### src/rtl/rv_core_pkg.sv
// -----------------------------------------------------------------------------
// rv_core_pkg
// Shared types and constants for the fetch stage:
//   fetch_state_e : fetch FSM states (IDLE/REQ/WAIT/DRAIN)
//   NOP_INSTR     : word substituted for a faulting fetch (addi x0,x0,0)
//   FAULT_*       : fault codes carried with each fetched entry
//   fetch_entry_t : one fetch buffer entry {instr, pc, fault}
// -----------------------------------------------------------------------------
package rv_core_pkg;

    typedef enum logic [1:0] {
        FS_IDLE  = 2'd0,
        FS_REQ   = 2'd1,
        FS_WAIT  = 2'd2,
        FS_DRAIN = 2'd3
    } fetch_state_e;

    localparam logic [31:0] NOP_INSTR = 32'h0000_0013;

    localparam logic [1:0] FAULT_NONE     = 2'b00;
    localparam logic [1:0] FAULT_MISALIGN = 2'b01;
    localparam logic [1:0] FAULT_BUS      = 2'b10;

    typedef struct packed {
        logic [31:0] instr;
        logic [31:0] pc;
        logic [1:0]  fault;
    } fetch_entry_t;

    function automatic logic pc_aligned(input logic [1:0] pc_lsb);
        return pc_lsb == 2'b00;
    endfunction

endpackage

### src/rtl/fetch_fifo.sv
// -----------------------------------------------------------------------------
// fetch_fifo
// Synchronous FIFO of fetch entries with a registered head and a flush input.
// Ports:
//   i_clk, i_rst_n : clock, asynchronous active-low reset
//   i_flush        : empty the FIFO at the next edge; writes that cycle dropped
//   i_wr_en/i_wr_data : push an entry
//   i_rd_en        : pop the head (ignored when empty)
//   o_rd_data      : head entry (storage register, no bypass from i_wr_data)
//   o_valid        : FIFO not empty
//   o_count        : number of stored entries
// -----------------------------------------------------------------------------
module fetch_fifo
    import rv_core_pkg::*;
#(
    parameter int unsigned DEPTH = 2
) (
    input  logic                       i_clk,
    input  logic                       i_rst_n,
    input  logic                       i_flush,
    input  logic                       i_wr_en,
    input  fetch_entry_t               i_wr_data,
    input  logic                       i_rd_en,
    output fetch_entry_t               o_rd_data,
    output logic                       o_valid,
    output logic [$clog2(DEPTH):0]     o_count
);

    localparam int unsigned AW = $clog2(DEPTH);
    localparam int unsigned CW = AW + 1;
    localparam logic [CW-1:0] DEPTH_C = CW'(DEPTH);

    fetch_entry_t  mem_q [DEPTH];
    logic [AW-1:0] wptr_q, wptr_d;
    logic [AW-1:0] rptr_q, rptr_d;
    logic [CW-1:0] count_q, count_d;
    logic          wr_ok, rd_ok;

    // A write into a full FIFO is legal when the head leaves in the same cycle.
    assign rd_ok = i_rd_en && (count_q != '0);
    assign wr_ok = i_wr_en && ((count_q != DEPTH_C) || rd_ok);

    always_comb begin
        wptr_d  = wptr_q;
        rptr_d  = rptr_q;
        count_d = count_q;
        if (i_flush) begin
            wptr_d  = '0;
            rptr_d  = '0;
            count_d = '0;
        end else begin
            if (wr_ok) wptr_d = wptr_q + AW'(1);
            if (rd_ok) rptr_d = rptr_q + AW'(1);
            if (wr_ok && !rd_ok)      count_d = count_q + CW'(1);
            else if (!wr_ok && rd_ok) count_d = count_q - CW'(1);
        end
    end

    always_ff @(posedge i_clk or negedge i_rst_n) begin
        if (!i_rst_n) begin
            wptr_q  <= '0;
            rptr_q  <= '0;
            count_q <= '0;
        end else begin
            wptr_q  <= wptr_d;
            rptr_q  <= rptr_d;
            count_q <= count_d;
        end
    end

    always_ff @(posedge i_clk) begin
        if (wr_ok && !i_flush) mem_q[wptr_q] <= i_wr_data;
    end

    assign o_rd_data = mem_q[rptr_q];
    assign o_valid   = (count_q != '0);
    assign o_count   = count_q;

endmodule

### src/rtl/instr_fetch.sv
// -----------------------------------------------------------------------------
// instr_fetch
// Fetch stage between the PC register and decode. One memory read per PC value,
// at most one transaction outstanding, results buffered with their PC in a
// fetch FIFO and handed to decode over valid/ready.
// Ports:
//   i_clk, i_rst_n   : clock, asynchronous active-low reset
//   i_boot_hold      : start address being loaded, no fetch issued
//   i_pc             : current PC
//   i_flush          : redirect, discard everything in flight
//   o_pc_stall       : PC must hold (low for exactly one cycle per accepted fetch)
//   o_imem_req/addr  : read request, held until i_imem_gnt
//   i_imem_rvalid/rdata/err : read response (err qualified by rvalid)
//   o_instr_valid/o_instr/o_instr_pc/o_instr_fault : entry to decode
//   i_dec_ready      : decode accepts the entry
// -----------------------------------------------------------------------------
module instr_fetch #(
    parameter int unsigned FIFO_DEPTH = 2,
    parameter logic [31:0] NOP_INSTR  = rv_core_pkg::NOP_INSTR
) (
    input  logic        i_clk,
    input  logic        i_rst_n,
    input  logic        i_boot_hold,
    input  logic [31:0] i_pc,
    input  logic        i_flush,
    output logic        o_pc_stall,
    output logic        o_imem_req,
    output logic [31:0] o_imem_addr,
    input  logic        i_imem_gnt,
    input  logic        i_imem_rvalid,
    input  logic [31:0] i_imem_rdata,
    input  logic        i_imem_err,
    output logic        o_instr_valid,
    output logic [31:0] o_instr,
    output logic [31:0] o_instr_pc,
    output logic [1:0]  o_instr_fault,
    input  logic        i_dec_ready
);

    import rv_core_pkg::*;

    localparam int unsigned CW = $clog2(FIFO_DEPTH) + 1;
    localparam logic [CW-1:0] DEPTH_C = CW'(FIFO_DEPTH);

    fetch_state_e  state_q, state_d;
    logic [31:0]   pc_lat_q, pc_lat_d;

    logic          fifo_wr, fifo_rd, fifo_valid;
    fetch_entry_t  wr_entry, head;
    logic [CW-1:0] fifo_count;

    logic          req, granted, mis_push;

    always_comb begin
        state_d  = state_q;
        pc_lat_d = pc_lat_q;
        req      = 1'b0;
        granted  = 1'b0;
        mis_push = 1'b0;
        fifo_wr  = 1'b0;
        wr_entry = '0;

        unique case (state_q)
            // No transaction is outstanding in IDLE, so the FIFO count is the whole credit.
            FS_IDLE: begin
                if (!i_boot_hold && !i_flush && (fifo_count < DEPTH_C)) begin
                    if (pc_aligned(i_pc[1:0])) begin
                        state_d = FS_REQ;
                    end else begin
                        fifo_wr  = 1'b1;
                        mis_push = 1'b1;
                        wr_entry = '{instr: NOP_INSTR, pc: i_pc, fault: FAULT_MISALIGN};
                    end
                end
            end

            // Boot hold withdraws a pending request so the PC is never advanced
            // while it is being loaded.
            FS_REQ: begin
                if (i_boot_hold && !i_flush) begin
                    state_d = FS_IDLE;
                end else begin
                    req = 1'b1;
                    if (i_imem_gnt) begin
                        granted  = 1'b1;
                        pc_lat_d = i_pc;
                        state_d  = i_flush ? FS_DRAIN : FS_WAIT;
                    end else if (i_flush) begin
                        state_d = FS_IDLE;
                    end
                end
            end

            // Chaining straight into REQ ignores a same-cycle pop, which only
            // ever delays a fetch and never overcommits the FIFO.
            FS_WAIT: begin
                if (i_imem_rvalid) begin
                    if (!i_flush) begin
                        fifo_wr  = 1'b1;
                        wr_entry = '{instr: i_imem_rdata, pc: pc_lat_q,
                                     fault: i_imem_err ? FAULT_BUS : FAULT_NONE};
                    end
                    if (!i_flush && !i_boot_hold && pc_aligned(i_pc[1:0]) &&
                        ((fifo_count + CW'(1)) < DEPTH_C))
                        state_d = FS_REQ;
                    else
                        state_d = FS_IDLE;
                end else if (i_flush) begin
                    state_d = FS_DRAIN;
                end
            end

            FS_DRAIN: begin
                if (i_imem_rvalid) state_d = FS_IDLE;
            end

            default: state_d = FS_IDLE;
        endcase
    end

    always_ff @(posedge i_clk or negedge i_rst_n) begin
        if (!i_rst_n) begin
            state_q  <= FS_IDLE;
            pc_lat_q <= '0;
        end else begin
            state_q  <= state_d;
            pc_lat_q <= pc_lat_d;
        end
    end

    // Flush releases the PC so it loads the branch target.
    always_comb begin
        if (i_flush)          o_pc_stall = 1'b0;
        else if (i_boot_hold) o_pc_stall = 1'b1;
        else                  o_pc_stall = !(granted || mis_push);
    end

    assign o_imem_req  = req;
    assign o_imem_addr = req ? i_pc : '0;

    assign fifo_rd = fifo_valid && i_dec_ready;

    fetch_fifo #(
        .DEPTH (FIFO_DEPTH)
    ) u_fifo (
        .i_clk     (i_clk),
        .i_rst_n   (i_rst_n),
        .i_flush   (i_flush),
        .i_wr_en   (fifo_wr),
        .i_wr_data (wr_entry),
        .i_rd_en   (fifo_rd),
        .o_rd_data (head),
        .o_valid   (fifo_valid),
        .o_count   (fifo_count)
    );

    // Outputs read zero whenever nothing is presented, matching the reset state.
    assign o_instr_valid = fifo_valid;
    assign o_instr       = fifo_valid ? head.instr : '0;
    assign o_instr_pc    = fifo_valid ? head.pc    : '0;
    assign o_instr_fault = fifo_valid ? head.fault : '0;

endmodule

### config.mk
export PLATFORM = sky130hd
export DESIGN_NAME = instr_fetch
export DESIGN_NICKNAME = d
export VERILOG_FILES = /design/src/rtl/rv_core_pkg.sv /design/src/rtl/fetch_fifo.sv /design/src/rtl/instr_fetch.sv
export SDC_FILE = /design/constraint.sdc
export NUM_CORES = 1
export LEC_CHECK = 0
export ABC_AREA = 0
export CAP_MARGIN = 20
export CELL_PAD_IN_SITES_DETAIL_PLACEMENT = 0
export CELL_PAD_IN_SITES_GLOBAL_PLACEMENT = 1
export CORE_AREA = 2 2 104 207
export CTS_CLUSTER_SIZE = 25
export DETAILED_ROUTE_END_ITERATION = 12
export DIE_AREA = 0 0 106 209
export PLACE_DENSITY_LB_ADDON = 0.1
export SLEW_MARGIN = 20
export SYNTH_ARGS = -nofsm -noshare
export SYNTH_HDL_FRONTEND = slang
export SYNTH_SLANG_ARGS = --single-unit
### constraint.sdc
create_clock -name i_clk -period 4.2 [get_ports i_clk]
set_clock_uncertainty 0.05 [all_clocks]
set_input_delay 0.42 -clock i_clk [delete_from_list [all_inputs] [get_ports i_clk]]
set_output_delay 0.42 -clock i_clk [all_outputs]
set_load 0.005 [all_outputs]
==> impl_metrics.csv, run 1 <==
group,metric,value,unit
sta,fin_crit_sh,79.5,%
global_routing,grt_pass1_vias,4700,
route,drt_first_pass_iters,4,
power,leakagePower,3.60,nW
worst_setup_path,slowest_delay,0.79,ns
sta,rsz0062_at_grt,"no",
final_layout,seq_area,0.00492,sq mm
worst_setup_path,rr_startpoint,"u_fifo.o_count[1]$_DFFE_PN0P_",
synthesis,synthFlopType,"edfxtp_1",
final_layout,finalNetCount,752,
clocking,post_cts_resized,0,
synthesis,synthTopCellsByCount,"edfxtp_1 (132), nor2_1 (76), mux2i_1 (68), and2_1 (63), dfrtp_1 (38)",
worst_setup_path,criticalPathCategory,"reg -> out",
floorplan,floorplan.initialDensity,36.2,%
sta,maxSlewHeadroom,34.7,%
route,post_drt_via_cell_ratio,4.79,
synthesis,avgSynthCellArea,14.6,sq um
synthesis,yosys_warnings,0,
clocking,cts-buffers-inserted,17,
clocking,post-cts-setup-buffers,0,
global_routing,antenna_found_initial,0,
final_layout,drive_above_1_share,12.3,%
worst_setup_path,slowest_stage,"ha_2",
global_routing,grt_use_total,15.1,%
worst_setup_path,crit_buf_inv,3,
sta,fin_setup_tns,0,ns
sta,hold_viol_final,0,
floorplan,rows,75,
synthesis,synthArstFlopShare,22.4,%
route,num_vias,4598,
route,drc,0,
power,peakVddDrop,337,uV
power,powerDensity,575,mW/mm^2
place,port_buffers,172,
sta,fin_crit,3.34,ns
sta,final-max-slew-violation-count,0,
floorplan,core,0.0207,sq mm
sta,final-setup-viol-count,0,
clocking,cts.sinks,170,
worst_setup_path,cp_top_family,"buffers and inverters",
job,cap_viol_max_count,0,
floorplan,dieArea,0.0222,sq mm
global_routing,grt_max_degree,66,
floorplan,die_w,106,um
worst_setup_path,reg2reg_slack,1.35,ns
synthesis,ys_ff_latch,170,
worst_setup_path,reg2regPathDepth,7,
worst_setup_path,cp_cell_sequence,"inv_1 > ha_2 > buf_4 > nor2_1 > clkdlybuf4s50_1",
synthesis,syn_inst,514,
final_layout,fill_cells,1883,
final_layout,final_cells,960,
place,finalWeightedCongestion,0.724,
synthesis,yosysTopAreaCellShare,52.7,%
clocking,insertion_delay,0.42,ns
final_layout,area_growth,33.3,%
final_layout,multiInputGateArea,0.00241,sq mm
route,drt_iter0_markers,165,
synthesis,ys_types,40,
clocking,clockRootBuffer,"clkbuf_16",
clocking,cts_tree,"done",
place,dp.cells,928,
synthesis,synth_area_leaders,"edfxtp_1 (53%), dfrtp_1 (13%), mux2i_1 (9.1%)",
sta,fmax,0.300,GHz
route,drt-total-wl,16400,um
min_path,min-delay-path-class,"in -> async",
worst_setup_path,critical_path_arrival,2.87,ns
place,dp_hpwl,9790,um
synthesis,netlist_area,0.00752,sq mm
clocking,htree_levels,4,
sta,worst_slew_pin_slew,0.979,ns
synthesis,yosysSeqAreaShare,65.4,%
worst_setup_path,crit_path_max_fanout,39,
final_layout,n_antenna_cell,0,
worst_setup_path,cp-start-kind,"flip-flop",
synthesis,synth_edf_count,132,
synthesis,yosysTopAreaCell,"edfxtp_1",
worst_setup_path,r2r-end,"u_fifo.mem_q[0][12]$_DFFE_PP_",
route,ant_nets,0,
status,status,"finished, final reports clean",
synthesis,yosysMostFrequentCell,"edfxtp_1",
global_routing,gr-total-overflow,0,
worst_setup_path,cp-end-kind,"output port",
route,wire_per_inst,17.0,um
clocking,clk_pin_slew,0.07,ns
clocking,ctsLongestPathBuffers,2,
worst_setup_path,required,3.73,ns
synthesis,syn-num-nets,588,
floorplan,io-pin-count,173,
global_routing,grt_first_pass_wirelength,25500,um
floorplan,die_height,209,um
clocking,cts_hold_buf,0,
-- logic make-up after synthesis --
kind of cell             count (synthesis)  synth area share, %
flip-flops                             170                 65.4
multiplexers                           101                 15.4
AND/OR/NAND/NOR                        155                 10.5
AO/OA/AOI/OAI                           46                 5.48
adder cells (fa/ha/maj)                  2                0.333
buffers and inverters                   39                 2.78
XOR/XNOR                                 1                0.117
-- placed cells by master (no fill, tap or decap), types with 2 or more instances in the layout --
master,Yosys,final
buf_12,0,2
a211oi_1,2,2
nand2_1,2,2
edfxtp_1,132,132
buf_4,3,5
a311oi_1,2,2
clkinv_2,0,3
a22o_1,32,32
clkinvlp_4,0,5
and2_1,63,63
a21o_1,3,3
nor2_1,76,75
clkinv_4,0,3
mux2i_1,68,68
clkdlybuf4s50_1,0,171
inv_6,0,2
dfrtp_1,38,37
mux2_2,3,3
nor3_1,2,2
clkbuf_16,0,17
nand3_1,2,2
mux2_4,29,29
inv_1,4,4
-- report_power, final --
part	internal, mW	switching [mW]	total (mW)
logic	1.14	0.840	1.98
registers	2.16	0.190	2.35
clock network	0.774	0.654	1.43
total	4.07	1.68	5.75
-- final cells by class --
type / count / share of cell area, %
clock inverters: 13 / 0.962
repair buffers: 179 / 17.9
multi-input cells: 305 / 24.1
flip-flops and latches: 170 / 49.1
clock buffers: 19 / 4.42
well taps: 269 / 3.36
inverters: 5 / 0.187
-- worst register-to-register path, delay by kind of cell (launching register included) --
family / cells / cell delay (ns)
AOI/OAI and AO/OA: 1 / 0.20
adders and majority gates: 1 / 0.47
buffers and inverters: 2 / 0.67
DFF: 1 / 0.46
and+or+nand+nor: 3 / 0.59
-- routing by layer --
metal	wire, um	track usage, %	vias to the layer above
met5	0	0	-
met4	213	5.17	0
met3	721	3.28	11
met2	8460	26.5	126
met1	6960	18.3	2261
li1	-	-	2200
-- per-stage QoR --
step,hold slack (ns),instance area [sq um],power [mW],setup WS (ns),utilization [%]
finish,0.101,10000,5.75,0.863,48.3
global route,0.161,10000,6.07,0.631,48.3
CTS,0.129,10000,5.84,0.748,48.3
detailed placement,0.442,9480,4.40,0.984,45.7
global placement,0.439,9480,4.38,1.06,45.7
floorplan,0.0744,7520,3.45,0.804,-
-- worst max path at each step --
| stage | start | endpoint | slack, ns | cells after the start |
|---|---|---|---|---|
| global route | u_fifo.o_count[1]$_DFFE_PN0P_ | o_instr[31] | 0.63 | 5 |
| global placement | i_flush | pc_lat_q[19]$_DFFE_PN0P_ | 1.06 | 5 |
| detailed placement | i_flush | pc_lat_q[17]$_DFFE_PN0P_ | 0.98 | 5 |
| CTS | u_fifo.o_count[1]$_DFFE_PN0P_ | o_instr[31] | 0.75 | 5 |
| finish | u_fifo.o_count[1]$_DFFE_PN0P_ | o_instr[31] | 0.86 | 5 |
| floorplan | u_fifo.o_count[1]$_DFFE_PN0P_ | u_fifo.mem_q[0][0]$_DFFE_PP_ | 0.80 | 7 |
-- sequential cells by signal, indices dropped and copies added (netlist names) --
name / flops
u_fifo.rptr_q: 1
state_q: 2
pc_lat_q: 32
u_fifo.mem_q: 132
u_fifo.o_count: 2
u_fifo.wptr_q: 1
(Power assumes the default switching activity.)
==> inputs of run 2 (changes only) <==
==> constraint.sdc (replaced) <==
create_clock -name i_clk -period 2.9 [get_ports i_clk]
set_clock_uncertainty 0.05 [all_clocks]
set_input_delay 0.29 -clock i_clk [delete_from_list [all_inputs] [get_ports i_clk]]
set_output_delay 0.29 -clock i_clk [all_outputs]
set_load 0.005 [all_outputs]
==> run 2 against run 1 <==
Combinational power is 49% higher. Highest routed layer unchanged. Clock power up 64%. Total power increased by 51%. Non-clock buffer count increased by 12. Hold slack gained 0.24 ns. First-iteration DRC count down 20%. Flip-flop and latch count did not move. Setup slack worse by 0.62 ns. Final area is 2.1% higher.
==> impl_metrics.csv, run 2 (synthesized netlist as in run 1, its figures left out) <==
group,metric,value,unit
power,combPwrFrac,34.0,%
final_layout,layout_commonest_cell,"clkdlybuf4s50_1",
worst_setup_path,cp-start-kind,"flip-flop",
floorplan,io-pin-count,173,
worst_setup_path,criticalPathCategory,"reg -> out",
worst_setup_path,cp_top_family,"buffers and inverters",
clocking,ctsLongestPathBuffers,2,
clocking,cts.sinks,170,
min_path,min-delay-path-class,"in -> async",
floorplan,die_w,106,um
final_layout,final_cell_mix,"clkdlybuf4s50_1 (171), edfxtp_1 (132), nor2_1 (75)",
floorplan,die_height,209,um
route,drt_iter0_markers,132,
global_routing,busiest_layer,"met2",
route,wire_per_inst,16.6,um
sta,rsz0062_at_grt,"no",
power,p_sw,2.38,mW
worst_setup_path,required,2.56,ns
clocking,post-cts-setup-buffers,0,
worst_setup_path,critical_path_arrival,2.32,ns
global_routing,use_met3,3.15,%
global_routing,grt.met1_usage,17.2,%
worst_setup_path,cp_cell_sequence,"inv_1 > ha_4 > buf_4 > nor2_1 > clkdlybuf4s50_1",
place,finalWeightedCongestion,0.794,
final_layout,fill_cells,1794,
route,drt-total-wl,16100,um
power,pwr-share-seq,39.1,%
final_layout,top_regs,"u_fifo.mem_q x132, pc_lat_q x32",
power,swShare,27.4,%
final_layout,regMostFlops,"u_fifo.mem_q",
power,leakagePower,3.72,nW
sta,fin_crit_sh,91.7,%
final_layout,finalInstanceArea,0.0102,sq mm
floorplan,rows,75,
worst_setup_path,slowest_stage,"clkdlybuf4s50_1",
global_routing,gr-total-overflow,0,
route,num_vias,4584,
final_layout,drive_above_1_share,13.2,%
sta,final-setup-viol-count,0,
worst_setup_path,cp-end-kind,"output port",
global_routing,antenna_found_initial,0,
clocking,insertion_delay,0.42,ns
final_layout,n_antenna_cell,0,
route,post_drt_via_cell_ratio,4.72,
global_routing,grt_use_total,14.9,%
status,status,"finished, final reports clean",
floorplan,core,0.0207,sq mm
clocking,cts-buffers-inserted,17,
global_routing,grt_first_pass_wirelength,25400,um
global_routing,use_met2,27.0,%
route,ant_nets,0,
sta,worst_slew_pin_slew,0.743,ns
worst_setup_path,slowest_delay,0.46,ns
worst_setup_path,crit_path_max_fanout,31,
clocking,htree_levels,4,
job,cap_viol_max_count,0,
global_routing,grt_pass1_vias,4764,
worst_setup_path,crit_buf_inv,3,
final_layout,area_growth,36.0,%
sta,hold_viol_final,0,
clocking,cts_tree,"done",
power,peakVddDrop,410,uV
place,port_buffers,172,
global_routing,grt_max_degree,66,
power,internal_power,6.32,mW
final_layout,largest_reg_flops,132,
sta,fmax,0.376,GHz
route,drt_first_pass_iters,4,
sta,fin_setup_tns,0,ns
clocking,clk_pin_slew,0.06,ns
route,drc,0,
final_layout,finalNetCount,764,
sta,final-max-slew-violation-count,0,
place,dp_hpwl,10400,um
power,powerDensity,851,mW/mm^2
floorplan,floorplan.initialDensity,36.2,%
sta,fin_crit,2.66,ns
power,pwr-share-clk,26.9,%
floorplan,dieArea,0.0222,sq mm
sta,maxSlewHeadroom,50.5,%
place,postPlaceCellArea,0.00958,sq mm
clocking,clockRootBuffer,"clkbuf_16",
run 2: power groups by stage:
| stage | Sequential [mW] | Clock (mW) | Combinational, mW |
|---|---|---|---|
| 6_report | 3.40 | 2.34 | 2.96 |
| 5_1_grt | 3.46 | 2.50 | 3.23 |
| 4_1_cts | 3.41 | 2.41 | 3.04 |
| 3_5_place_dp | 3.45 | 0 | 3.00 |
| 3_3_place_gp | 3.45 | 0 | 2.97 |
| 2_1_floorplan | 3.32 | 0 | 1.68 |
run 2: path summary, 6_finish.rpt:
| kind | start | slack (ns) | depth (start not counted) | endpoint |
|---|---|---|---|---|
| min in group i_clk | pc_lat_q[27]$_DFFE_PN0P_ | 0.45 | 1 | pc_lat_q[27]$_DFFE_PN0P_ |
| worst max register to register | u_fifo.o_count[1]$_DFFE_PN0P_ | 0.60 | 7 | u_fifo.mem_q[0][48]$_DFFE_PP_ |
| max in group asynchronous | i_rst_n | 1.80 | 3 | pc_lat_q[10]$_DFFE_PN0P_ |
| worst min register to register | pc_lat_q[27]$_DFFE_PN0P_ | 0.45 | 1 | pc_lat_q[27]$_DFFE_PN0P_ |
| worst max-delay path | u_fifo.o_count[1]$_DFFE_PN0P_ | 0.24 | 5 | o_instr[18] |
| worst min-delay path | i_rst_n | 0.34 | 2 | pc_lat_q[4]$_DFFE_PN0P_ |
run 2: timing repair:
action,CTS,global route
endpoints found under the hold margin,22,0
hold buffers,1,0
resized for setup,1,0
setup endpoints to repair,20,0
run 2: layer usage:
layer / vias up / part of all wire, %
li1: 2220 / -
met1: 2238 / 41
met2: 115 / 53
met3: 11 / 4.0
met4: 0 / 1.2
met5: - / 0
run 2: area by class of cell:
cell class / instances / area, sq um / share of cell area, %
Multi-Input combinational cell: 305 / 2420 / 23.7
Clock inverter: 13 / 176 / 1.73
Inverter: 5 / 18.8 / 0.184
Tap cell: 269 / 337 / 3.29
Clock buffer: 19 / 443 / 4.33
Timing Repair Buffer: 191 / 1910 / 18.7
Sequential cell: 170 / 4920 / 48.1
run 2: through the flow:
stage | instances | hold WS (ns) | util, % | setup WS, ns | total power, mW
finish | 972 | 0.338 | 49.3 | 0.242 | 8.70
global route | 972 | 0.368 | 49.3 | 0.0872 | 9.19
CTS | 972 | 0.350 | 49.3 | 0.179 | 8.85
detailed placement | 939 | 0.268 | 46.2 | 0.277 | 6.45
global placement | 939 | 0.267 | 46.2 | 0.381 | 6.42
floorplan | 514 | -0.0556 | - | 0.227 | 5.00
run 2: worst reg2reg max path: cells and delay by family, from the launching register on:
family	cells	cell delay [ns]
adders and majority gates	1	0.30
buffers and inverters	2	0.42
AOI/OAI and AO/OA	1	0.22
DFF	1	0.44
and+or+nand+nor	3	0.54
==> inputs of run 3 (changes only) <==
--- a/config.mk
+++ b/config.mk
@@ -9,12 +9,13 @@
 export CAP_MARGIN = 20
 export CELL_PAD_IN_SITES_DETAIL_PLACEMENT = 0
 export CELL_PAD_IN_SITES_GLOBAL_PLACEMENT = 1
-export CORE_AREA = 2 2 104 207
+export CORE_AREA = 2 2 105 208
 export CTS_CLUSTER_SIZE = 25
 export DETAILED_ROUTE_END_ITERATION = 12
-export DIE_AREA = 0 0 106 209
+export DIE_AREA = 0 0 107 210
 export PLACE_DENSITY_LB_ADDON = 0.1
 export SLEW_MARGIN = 20
 export SYNTH_ARGS = -nofsm -noshare
 export SYNTH_HDL_FRONTEND = slang
+export SYNTH_HIERARCHICAL = 1
 export SYNTH_SLANG_ARGS = --single-unit
==> run 3 against run 2 <==
Combinational power shrank 45%. Utilization fell by 0.095 points. Setup slack lost 0.048 ns. Register-to-register slack worse by 0.02 ns. Via count increased by 1.7%. Final area up 0.71%. Critical path type unchanged. Largest cell class unchanged.
==> impl_metrics.csv, run 3 <==
group,metric,value,unit
sta,maxSlewHeadroom,36.8,%
synthesis,synth.area.mux_share,14.7,%
power,leakagePower,3.71,nW
worst_setup_path,critical_path_arrival,2.37,ns
final_layout,finalNetCount,758,
synthesis,syn-num-nets,580,
sta,final-setup-viol-count,0,
synthesis,ys_types,36,
floorplan,die_height,210,um
clocking,insertion_delay,0.42,ns
place,finalWeightedCongestion,0.783,
synthesis,yosys_warnings,6,
route,num_vias,4664,
synthesis,synth_top_family_by_area,"multiplexers",
route,post_drt_via_cell_ratio,4.82,
final_layout,top_regs,"u_fifo/mem_q x132, pc_lat_q x32",
final_layout,drive_above_1_share,23.7,%
synthesis,synthFlopType,"edfxtp_1",
worst_setup_path,required,2.56,ns
synthesis,synth_area_leaders,"edfxtp_1 (52%), mux2_2 (15%), dfrtp_1 (12%)",
place,port_buffers,172,
synthesis,synthArstFlopShare,22.4,%
synthesis,avgSynthCellArea,15.0,sq um
sta,fin_crit,2.71,ns
sta,worst_slew_pin_slew,0.947,ns
floorplan,die_w,107,um
clocking,clk_pin_slew,0.06,ns
sta,holdWs,0.453,ns
sta,fmax,0.370,GHz
global_routing,grt_use_total,16.1,%
route,ant_nets,0,
status,status,"finished, final reports clean",
worst_setup_path,criticalPathCategory,"reg -> out",
worst_setup_path,cp-end-kind,"output port",
floorplan,rows,75,
sta,rsz0062_at_grt,"no",
clocking,clockRootBuffer,"clkbuf_16",
sta,fin_setup_tns,0,ns
job,cap_viol_max_count,0,
synthesis,yosysSeqAreaShare,64.6,%
synthesis,synth_edf_count,132,
synthesis,synthSimpleGateAreaFrac,12.7,%
synthesis,synth_compound_area_share,5.43,%
final_layout,area_growth,35.3,%
route,drt_first_pass_iters,4,
route,drt_iter0_markers,154,
clocking,cts_tree,"done",
global_routing,grt_first_pass_wirelength,27300,um
synthesis,netlist_area,0.00761,sq mm
route,drc,0,
sta,final-max-slew-violation-count,0,
final_layout,n_antenna_cell,0,
worst_setup_path,crit_path_max_fanout,29,
synthesis,synth_adder_area_share,0,%
floorplan,core,0.0209,sq mm
clocking,cts.sinks,170,
synthesis,yosysTopAreaCellShare,52.1,%
power,powerDensity,663,mW/mm^2
synthesis,synthTopCellsByCount,"edfxtp_1 (132), and2_1 (129), mux2_2 (99), dfrtp_1 (38), a22o_1 (27)",
global_routing,grt_max_degree,66,
floorplan,floorplan.initialDensity,36.4,%
clocking,cts-buffers-inserted,17,
final_layout,layout_commonest_cell,"clkdlybuf4s50_1",
place,dp_hpwl,12300,um
power,peakVddDrop,312,uV
global_routing,antenna_found_initial,0,
sta,hold_viol_final,0,
final_layout,regMostFlops,"u_fifo/mem_q",
global_routing,grt_pass1_vias,5059,
global_routing,gr-total-overflow,0,
clocking,ctsLongestPathBuffers,2,
synthesis,yosysMostFrequentCell,"edfxtp_1",
synthesis,ys_ff_latch,170,
worst_setup_path,slowest_delay,0.53,ns
sta,fin_crit_sh,93.3,%
worst_setup_path,slowest_stage,"dfrtp_1",
route,wire_per_inst,18.3,um
worst_setup_path,cp-start-kind,"flip-flop",
synthesis,syn_inst,508,
floorplan,io-pin-count,173,
floorplan,dieArea,0.0225,sq mm
final_layout,largest_reg_flops,132,
clocking,htree_levels,4,
worst_setup_path,cp_cell_sequence,"or2_4 > buf_4 > and2_1 > clkdlybuf4s50_1",
synthesis,yosysTopAreaCell,"edfxtp_1",
synthesis,synth-xor-area-share,0.345,%
final_layout,final_cell_mix,"clkdlybuf4s50_1 (171), edfxtp_1 (132), and2_1 (129)",
min_path,min-delay-path-class,"reg -> reg",
route,drt-total-wl,17700,um
run 3: cell types whose count changed after synthesis, sizes merged, moves of 3 or more:
| cell | delta |
|---|---|
| nor2 | -72 |
| mux2 | +66 |
| mux2i | -68 |
| buf | -5 |
| a21oi | +3 |
| and2 | +66 |
run 3: final timing paths:
path / startpoint / to / slack [ns] / cells past startpoint
setup / recovery: u_fifo/o_count[0]$_DFFE_PN0P_ / o_instr_pc[31] / 0.19 / 4
hold / removal: pc_lat_q[21]$_DFFE_PN0P_ / pc_lat_q[21]$_DFFE_PN0P_ / 0.45 / 1
setup reg to reg: state_q[0]$_DFFE_PN0P_ / u_fifo/mem_q[1][31]$_DFFE_PP_ / 0.58 / 6
hold reg to reg: pc_lat_q[21]$_DFFE_PN0P_ / pc_lat_q[21]$_DFFE_PN0P_ / 0.45 / 1
max in group asynchronous: i_rst_n / u_fifo/rptr_q$_DFFE_PN0P_ / 1.59 / 2
min in group asynchronous: i_rst_n / pc_lat_q[3]$_DFFE_PN0P_ / 0.50 / 2
run 3: repair_timing:
item                                   4_1_cts  5_1_grt
setup endpoints to repair                    1        1
endpoints found under the hold margin       16        0
gates cloned                                 0        0
hold buffers                                 1        0
pin swaps                                    0        0
resized for setup                            1        1
buffers inserted                             0        0
run 3: layout make-up:
cell class / count / area (sq um)
clock buffer: 25 / 487
clock inverter: 7 / 43.8
fill: 1828 / 10600
inverter: 4 / 15.0
multi-input combinational: 303 / 2560
sequential: 170 / 4920
tap: 269 / 337
timing repair buffer: 190 / 1930
run 3: per-layer routing:
metal / global-route usage, % / part of all wire (%)
met2: 30.2 / 56
met4: 6.09 / 2.1
met3: 3.31 / 3.4
met1: 17.5 / 38
met5: 0 / 0
run 3: critical path, delay by kind of cell, from the launching register on:
kind	cells	cell delay, ns
and+or+nand+nor	2	0.57
DFF	1	0.53
buffers and inverters	2	0.83
run 3: power breakdown:
| group | internal, mW | switching (mW) | leakage (nW) | total, mW |
|---|---|---|---|---|
| logic | 0.972 | 0.651 | 1.73 | 1.62 |
| clock network | 1.17 | 0.874 | 0.253 | 2.04 |
| registers | 3.00 | 0.162 | 1.72 | 3.17 |
run 3: kinds of logic (layout without fill, tap and decap cells):
kind of cell,after synthesis,count (layout)
mux,99,99
simple gates,153,153
flops,170,170
buf+inv,35,226
xor+xnor,3,3
compound gates,48,48
run 3: through the flow:
| stage | setup WS, ns | std cells | instance area [sq um] | power, mW | utilization [%] |
|---|---|---|---|---|---|
| final | 0.194 | 968 | 10300 | 6.83 | 49.2 |
| after global routing | 0.0136 | 968 | 10300 | 7.16 | 49.2 |
| after CTS | 0.0769 | 968 | 10300 | 6.92 | 49.2 |
| after detailed placement | 0.214 | 935 | 9750 | 4.87 | 46.6 |
| after global placement | 0.235 | 935 | 9750 | 4.81 | 46.6 |
| after floorplan | -0.777 | 508 | 7640 | 4.03 | - |
